`config.mk`:
```
export PLATFORM = sky130hd
export DESIGN_NAME = cpu_control
export DESIGN_NICKNAME = d
export VERILOG_FILES = /design/src/rtl/cpu_control.sv
export SDC_FILE = /design/constraint.sdc
export NUM_CORES = 1
export LEC_CHECK = 0
export CAP_MARGIN = 20
export CORE_MARGIN = 5
export CORE_UTILIZATION = 25
export CTS_BUF_LIST = sky130_fd_sc_hd__clkbuf_2
export DETAILED_ROUTE_END_ITERATION = 8
export SLEW_MARGIN = 20
export SYNTH_ARGS = -nofsm -noshare
export SYNTH_HDL_FRONTEND = slang
export SYNTH_SLANG_ARGS = --single-unit
export TNS_END_PERCENT = 20
```
`constraint.sdc`:
```
create_clock -name clk -period 2.3 [get_ports clk]
set_input_delay 0.23 -clock clk [delete_from_list [all_inputs] [get_ports clk]]
set_output_delay 0.23 -clock clk [all_outputs]
set_load 0.005 [all_outputs]
```
`src/rtl/cpu_control.sv`:
```
// cpu_control: multicycle RV32I control FSM sequencing fetch, decode, execute, memory and writeback.
// Defining CPU_CONTROL_PERF_EN adds the perf_cycles/perf_instret counter outputs.
module cpu_control #(
    parameter int MEM_TIMEOUT = 0
) (
    input  logic        clk,
    input  logic        rst,
    input  logic [6:0]  opcode,
    input  logic [2:0]  funct3,
    input  logic [6:0]  funct7,
    input  logic        br_en,
    input  logic [1:0]  mem_addr_lo,
    input  logic        mem_resp,
    output logic        mem_read,
    output logic        mem_write,
    output logic [3:0]  mem_byte_enable,
    output logic        load_pc,
    output logic        load_ir,
    output logic        load_regfile,
    output logic        load_mar,
    output logic        load_mdr,
    output logic        load_data_out,
    output logic        pcmux_sel,
    output logic        alumux1_sel,
    output logic        marmux_sel,
    output logic        cmpmux_sel,
    output logic [1:0]  alumux2_sel,
    output logic [1:0]  alumux3_sel,
    output logic [2:0]  regfilemux_sel,
    output logic [2:0]  aluop,
    output logic [2:0]  cmpop,
    output logic [2:0]  ldop
`ifdef CPU_CONTROL_PERF_EN
    ,
    output logic [31:0] perf_cycles,
    output logic [31:0] perf_instret
`endif
);
    localparam logic [6:0] OP_LUI = 7'b0110111, OP_AUIPC = 7'b0010111, OP_JAL = 7'b1101111,
                           OP_JALR = 7'b1100111, OP_BR = 7'b1100011, OP_LOAD = 7'b0000011,
                           OP_STORE = 7'b0100011, OP_IMM = 7'b0010011, OP_REG = 7'b0110011;
    localparam logic [2:0] ALU_ADD = 3'b000, ALU_SRA = 3'b010, ALU_SUB = 3'b011, ALU_SRL = 3'b101;
    localparam logic [2:0] BR_BEQ = 3'b000, BR_BLT = 3'b100, BR_BLTU = 3'b110;
    localparam logic [2:0] F3_ADD = 3'b000, F3_SLT = 3'b010, F3_SLTU = 3'b011, F3_SR = 3'b101;
    localparam logic [2:0] F3_SB = 3'b000, F3_SH = 3'b001;
    localparam int CNT_W = (MEM_TIMEOUT > 1) ? $clog2(MEM_TIMEOUT + 1) : 1;

    typedef enum logic [4:0] {
        S_FETCH1, S_FETCH2, S_FETCH3, S_DECODE,
        S_IMM, S_REG, S_LUI, S_AUIPC, S_BR, S_JAL, S_JALR,
        S_CALC_LD, S_LD1, S_LD2, S_CALC_ST, S_ST1, S_ST2, S_SKIP
    } state_t;

    state_t           state_q, state_d;
    logic [CNT_W-1:0] wait_cnt_q, wait_cnt_d;
    logic             drop_q, drop_d;
    logic             wait_st, req, resp_ok;
    logic             unused_funct7;

    assign unused_funct7 = ^{funct7[6], funct7[4:0]};
    assign wait_st = (state_q == S_FETCH2) || (state_q == S_LD1) || (state_q == S_ST1);
    assign req     = wait_st && !drop_q;
    assign resp_ok = req && mem_resp;

    always_ff @(posedge clk or posedge rst) begin
        if (rst) begin
            state_q    <= S_FETCH1;
            wait_cnt_q <= '0;
            drop_q     <= 1'b0;
        end else begin
            state_q    <= state_d;
            wait_cnt_q <= wait_cnt_d;
            drop_q     <= drop_d;
        end
    end

    // Timeout: after MEM_TIMEOUT unanswered request cycles, release the request for one cycle.
    always_comb begin
        wait_cnt_d = '0;
        drop_d     = 1'b0;
        if (req && !mem_resp && (MEM_TIMEOUT > 0)) begin
            if (int'(wait_cnt_q) + 1 >= MEM_TIMEOUT) drop_d = 1'b1;
            else wait_cnt_d = wait_cnt_q + CNT_W'(1);
        end
    end

    always_comb begin
        state_d         = state_q;
        mem_read        = 1'b0;
        mem_write       = 1'b0;
        mem_byte_enable = 4'hF;
        load_pc         = 1'b0;
        load_ir         = 1'b0;
        load_regfile    = 1'b0;
        load_mar        = 1'b0;
        load_mdr        = 1'b0;
        load_data_out   = 1'b0;
        pcmux_sel       = 1'b0;
        alumux1_sel     = 1'b0;
        marmux_sel      = 1'b0;
        cmpmux_sel      = 1'b0;
        alumux2_sel     = 2'd0;
        alumux3_sel     = 2'd0;
        regfilemux_sel  = 3'd0;
        aluop           = ALU_ADD;
        cmpop           = BR_BEQ;
        ldop            = 3'd0;
        // Outputs stay at defaults while reset is held so nothing loads mid-reset.
        if (!rst) begin
            case (state_q)
                S_FETCH1: begin load_mar = 1'b1; state_d = S_FETCH2; end
                S_FETCH2: begin
                    mem_read = req;
                    load_mdr = req;
                    if (resp_ok) state_d = S_FETCH3;
                end
                S_FETCH3: begin load_ir = 1'b1; state_d = S_DECODE; end
                S_DECODE: begin
                    case (opcode)
                        OP_IMM:   state_d = S_IMM;
                        OP_REG:   state_d = S_REG;
                        OP_LUI:   state_d = S_LUI;
                        OP_AUIPC: state_d = S_AUIPC;
                        OP_BR:    state_d = S_BR;
                        OP_JAL:   state_d = S_JAL;
                        OP_JALR:  state_d = S_JALR;
                        OP_LOAD:  state_d = S_CALC_LD;
                        OP_STORE: state_d = S_CALC_ST;
                        default:  state_d = S_SKIP;
                    endcase
                end
                S_IMM: begin
                    load_regfile = 1'b1;
                    load_pc      = 1'b1;
                    state_d      = S_FETCH1;
                    case (funct3)
                        F3_SLT:  begin cmpmux_sel = 1'b1; cmpop = BR_BLT;  regfilemux_sel = 3'd1; end
                        F3_SLTU: begin cmpmux_sel = 1'b1; cmpop = BR_BLTU; regfilemux_sel = 3'd1; end
                        F3_SR:   aluop = funct7[5] ? ALU_SRA : ALU_SRL;
                        default: aluop = funct3;
                    endcase
                end
                S_REG: begin
                    alumux3_sel  = 2'd1;
                    load_regfile = 1'b1;
                    load_pc      = 1'b1;
                    state_d      = S_FETCH1;
                    case (funct3)
                        F3_ADD:  aluop = funct7[5] ? ALU_SUB : ALU_ADD;
                        F3_SLT:  begin cmpop = BR_BLT;  regfilemux_sel = 3'd1; end
                        F3_SLTU: begin cmpop = BR_BLTU; regfilemux_sel = 3'd1; end
                        F3_SR:   aluop = funct7[5] ? ALU_SRA : ALU_SRL;
                        default: aluop = funct3;
                    endcase
                end
                S_LUI: begin
                    regfilemux_sel = 3'd2;
                    load_regfile   = 1'b1;
                    load_pc        = 1'b1;
                    state_d        = S_FETCH1;
                end
                S_AUIPC: begin
                    alumux1_sel  = 1'b1;
                    alumux2_sel  = 2'd1;
                    load_regfile = 1'b1;
                    load_pc      = 1'b1;
                    state_d      = S_FETCH1;
                end
                S_BR: begin
                    cmpop       = funct3;
                    alumux1_sel = 1'b1;
                    alumux2_sel = 2'd2;
                    pcmux_sel   = br_en;
                    load_pc     = 1'b1;
                    state_d     = S_FETCH1;
                end
                S_JAL: begin
                    regfilemux_sel = 3'd4;
                    load_regfile   = 1'b1;
                    alumux1_sel    = 1'b1;
                    alumux3_sel    = 2'd2;
                    pcmux_sel      = 1'b1;
                    load_pc        = 1'b1;
                    state_d        = S_FETCH1;
                end
                S_JALR: begin
                    regfilemux_sel = 3'd4;
                    load_regfile   = 1'b1;
                    pcmux_sel      = 1'b1;
                    load_pc        = 1'b1;
                    state_d        = S_FETCH1;
                end
                S_CALC_LD: begin
                    marmux_sel = 1'b1;
                    load_mar   = 1'b1;
                    state_d    = S_LD1;
                end
                S_LD1: begin
                    mem_read = req;
                    load_mdr = req;
                    if (resp_ok) state_d = S_LD2;
                end
                S_LD2: begin
                    regfilemux_sel = 3'd3;
                    ldop           = funct3;
                    load_regfile   = 1'b1;
                    load_pc        = 1'b1;
                    state_d        = S_FETCH1;
                end
                S_CALC_ST: begin
                    alumux2_sel   = 2'd3;
                    marmux_sel    = 1'b1;
                    load_mar      = 1'b1;
                    load_data_out = 1'b1;
                    state_d       = S_ST1;
                end
                S_ST1: begin
                    mem_write = req;
                    case (funct3)
                        F3_SB:   mem_byte_enable = 4'(4'h1 << mem_addr_lo);
                        F3_SH:   mem_byte_enable = 4'(4'h3 << mem_addr_lo);
                        default: mem_byte_enable = 4'hF;
                    endcase
                    if (resp_ok) state_d = S_ST2;
                end
                S_ST2:   begin load_pc = 1'b1; state_d = S_FETCH1; end
                S_SKIP:  begin load_pc = 1'b1; state_d = S_FETCH1; end
                default: state_d = S_FETCH1;
            endcase
        end
    end

`ifdef CPU_CONTROL_PERF_EN
    logic [31:0] perf_cycles_q, perf_instret_q;

    always_ff @(posedge clk or posedge rst) begin
        if (rst) begin
            perf_cycles_q  <= '0;
            perf_instret_q <= '0;
        end else begin
            perf_cycles_q <= perf_cycles_q + 32'd1;
            if (load_pc) perf_instret_q <= perf_instret_q + 32'd1;
        end
    end

    assign perf_cycles  = perf_cycles_q;
    assign perf_instret = perf_instret_q;
`endif

endmodule

```
==> Flow_metrics.wiki <==
{| class="wikitable"
! Metric !! Value
|-
| Result of the run || finished, final reports clean
|-
| Growth of design area from synthesis to finish || 57.09%
|-
| Via-per-instance ratio || 5.138
|-
| # Max-Cap Violations || 0
|-
| Die extent in y || around 76 um
|-
| Vias post-DR || 1382
|-
| Die X || 76.40 um
|-
| Number of DRC violations after detailed-routing iteration 0 || 60
|-
| Io pins || 55
|-
| RSZ-0062 raised after global routing || false
|-
| Fin crit share || 95.15%
|-
| Gate Count Post-Synth || 164
|-
| All-Layer GR Usage || around 12%
|-
| Timing-limited maximum frequency || around 460 MHz
|-
| Core area || between 0.004 and 0.005 mm^2
|-
| Cell with the most instances after synthesis || sky130_fd_sc_hd__nor2_1
|-
| Std cell rows || 24
|-
| DP HPWL || 3.013 mm
|-
| Most area-consuming cells after synthesis || sky130_fd_sc_hd__dfrtp_1 11%, sky130_fd_sc_hd__nor2_1 7.5%, sky130_fd_sc_hd__nand2b_1 5.1%
|-
| Number of failing setup endpoints in the final timing report || 0
|-
| TritonRoute pass-1 iters || 4
|-
| Net Count, Synth || between 150 and 200
|-
| Crit Path Class || flop to output pin
|-
| CTS H-tree depth || 1
|-
| Wire length of the first global-routing pass || 6.265 mm
|-
| Max transition margin || 63.06%
|-
| Clock skew || roughly 0.0057 ns
|-
| Mean area per synthesized cell || 6.721 um^2
|-
| Seq/Total Area, Yosys || 11.35%
|-
| Max FFs per register || 5
|-
| Worst min path class || primary input to asynchronous set/reset pin
|-
| Total of flip-flops plus latches after synthesis || 5
|-
| Weighted congestion at the end of routability-driven global placement || 0.8101
|-
| Largest fanout on the critical path || 6
|-
| Standby leakage power || 0.6285 nW
|-
| Hold-fix buffer count after cts || 0
|-
| Maximum buffer depth of the clock tree || 2
|-
| Hold Fails Final Rpt || 0
|-
| Number of I/O port buffers || 48
|-
| Via count of the first global-routing pass || about 1300
|-
| Synth top area share || 11.35%
|-
| Dominant synthesized flop cell || sky130_fd_sc_hd__dfrtp_1
|-
| Initial standard-cell utilization of the core || roughly a quarter
|-
| Leading area contributor after synthesis || sky130_fd_sc_hd__dfrtp_1
|-
| Number of synthesis warnings || 0
|-
| Number of buffers added by the clock tree synthesis step || 3
|-
| Minimum clock period after layout || approximately 2.2 ns
|-
| Slew @ Worst Pin || 0.5498 ns
|-
| CP Data Arrival Time || approximately 2.0 ns
|-
| Pins over their slew limit || 0
|-
| Area occupied by multi-input gates || about 890 um^2
|-
| Utilization after layout || 40.05%
|-
| Startpoint types || flop
|-
| Data required time at the worst endpoint || about 2.1 ns
|-
| Largest reg by FF count || state_q
|-
| Clock tree from TritonCTS || built
|-
| Setup TNS Final || 0 ns
|-
| Distinct cell type count after synthesis || between 50 and 60
|-
| Final-layout fill cell count || approximately 460
|-
| Number of sinks on the clock net || 5
|-
| Routed WL per cell || roughly 14 um
|-
| Clock edge transition at the registers on the reported setup and hold paths || 0.06 ns
|-
| Antenna fix cells || 0
|-
| PwrDens || ~530 mW/mm^2
|-
| Area of all sequential standard cells || about 130 um^2
|-
| Layout cells sized above 1 || 18.43%
|-
| Synth async-reset ratio || 100.0%
|-
| Maximum vdd drop || 0.2101 mV
|-
| Clock insertion delay at the later pin of the skew report || around 0.22 ns
|-
| Total congestion overflow || 0
|-
| Maximum number of pins on one net before global-route repair || 17
|-
| Antenna violation net count after detailed routing || 0
|-
| Syn Std Cell Area || between 0.001 and 0.0015 mm^2
|-
| Cell chosen for the clock root || sky130_fd_sc_hd__clkbuf_2
|-
| Regs by FF count || state_q: 5 flops
|-
| Antenna violations before repair || 0
|-
| Number of nets in the layout || roughly 240
|-
| Total DRC errors in the routed layout || 0
|-
| Element type at the critical path end || output pin
|-
| Floorplan die area || roughly 0.006 mm^2
|-
| Total routed wirelength || 3.790 mm
|-
| EDFF count, synth || 0
|-
| Top cells by instance count after synthesis || 22 x sky130_fd_sc_hd__nor2_1, 11 x sky130_fd_sc_hd__nand2_1, 10 x sky130_fd_sc_hd__o21ai_0
|}
[where the power goes]
group / switching [mW] / internal, mW / total, mW
combinational: 0.399 / 0.306 / 0.705
clock: 0.0360 / 0.0461 / 0.0821
sequential: 0.0230 / 0.112 / 0.134
[critical path: stages, from the launching register on]
cell and delay, ns:
sky130_fd_sc_hd__dfrtp_1 0.37, sky130_fd_sc_hd__or2_2 0.37, sky130_fd_sc_hd__nor4_2 0.23, sky130_fd_sc_hd__buf_4 0.15
sky130_fd_sc_hd__and2_1 0.11, sky130_fd_sc_hd__clkdlybuf4s50_1 0.50
[cell type report]
| type | count | area share [%] |
|---|---|---|
| Clock buffer | 4 | 1.156 |
| Multi-Input combinational cell | 136 | 51.59 |
| Sequential cell | 5 | 7.298 |
| Timing Repair Buffer | 63 | 34.25 |
| Inverter | 9 | 1.951 |
| Tap cell | 52 | 3.757 |
[kinds of logic after synthesis]
logic type | Yosys count | synth area share [%]
AND/OR/NAND/NOR | 88 | 44.38
AO/OA/AOI/OAI | 46 | 30.99
buffers and inverters | 23 | 11.69
flip-flops | 5 | 11.35
XOR/XNOR | 2 | 1.589
[per-layer routing]
| layer | global-route usage (%) | wire length, um | up-vias |
|---|---|---|---|
| met5 | 0 | 0 | - |
| met4 | 3.671 | 50 | 0 |
| met3 | 1.537 | 111 | 6 |
| met2 | 21.92 | 1915 | 29 |
| met1 | 15.80 | 1713 | 648 |
| li1 | - | - | 699 |
[placed cells by master, fill, tap and decap left out, types with 5 or more instances in the layout]
| master | Yosys | routed |
|---|---|---|
| sky130_fd_sc_hd__clkdlybuf4s50_1 | 0 | 48 |
| sky130_fd_sc_hd__nor2_1 | 22 | 21 |
| sky130_fd_sc_hd__buf_4 | 4 | 15 |
| sky130_fd_sc_hd__nand2_1 | 11 | 11 |
| sky130_fd_sc_hd__o21ai_0 | 10 | 10 |
| sky130_fd_sc_hd__inv_1 | 9 | 9 |
| sky130_fd_sc_hd__nand2b_1 | 9 | 9 |
| sky130_fd_sc_hd__a21oi_1 | 7 | 7 |
| sky130_fd_sc_hd__nor3_1 | 9 | 6 |
| sky130_fd_sc_hd__nand3_1 | 5 | 5 |
[what timing repair did]
action                                  CTS  global route
endpoints found under the setup margin    3            10
setup buffers                             0             0
hold endpoints to repair                  0             0
resized for setup                         1             8
[worst paths after layout]
check	from	end	slack, ns	cells after the start
worst min-delay path	rst	state_q[2]	0.40	3
worst min register to register	state_q[0]	state_q[0]	0.85	3
worst max register to register	state_q[3]	state_q[0]	0.48	5
min in group clk	opcode[0]	state_q[4]	0.81	4
worst max-delay path	state_q[1]	cmpop[0]	0.11	5
max in group asynchronous	rst	state_q[3]	1.71	3
[per-stage QoR]
step / setup slack [ns] / instance area, um^2 / power (mW) / hold WS [ns] / instances
final: 0.1115 / 1732 / 0.9213 / 0.4050 / 269
after global routing: 0.01658 / 1732 / 0.9980 / 0.4588 / 269
after CTS: 0.05541 / 1687 / 0.9034 / 0.4101 / 269
after detailed placement: 0.07235 / 1665 / 0.8186 / 0.6489 / 265
after global placement: 0.08672 / 1665 / 0.8153 / 0.6354 / 265
after floorplan: 0.7455 / 1102 / 0.6124 / 0.1312 / 164
Power figures use the tool's default switching activity.
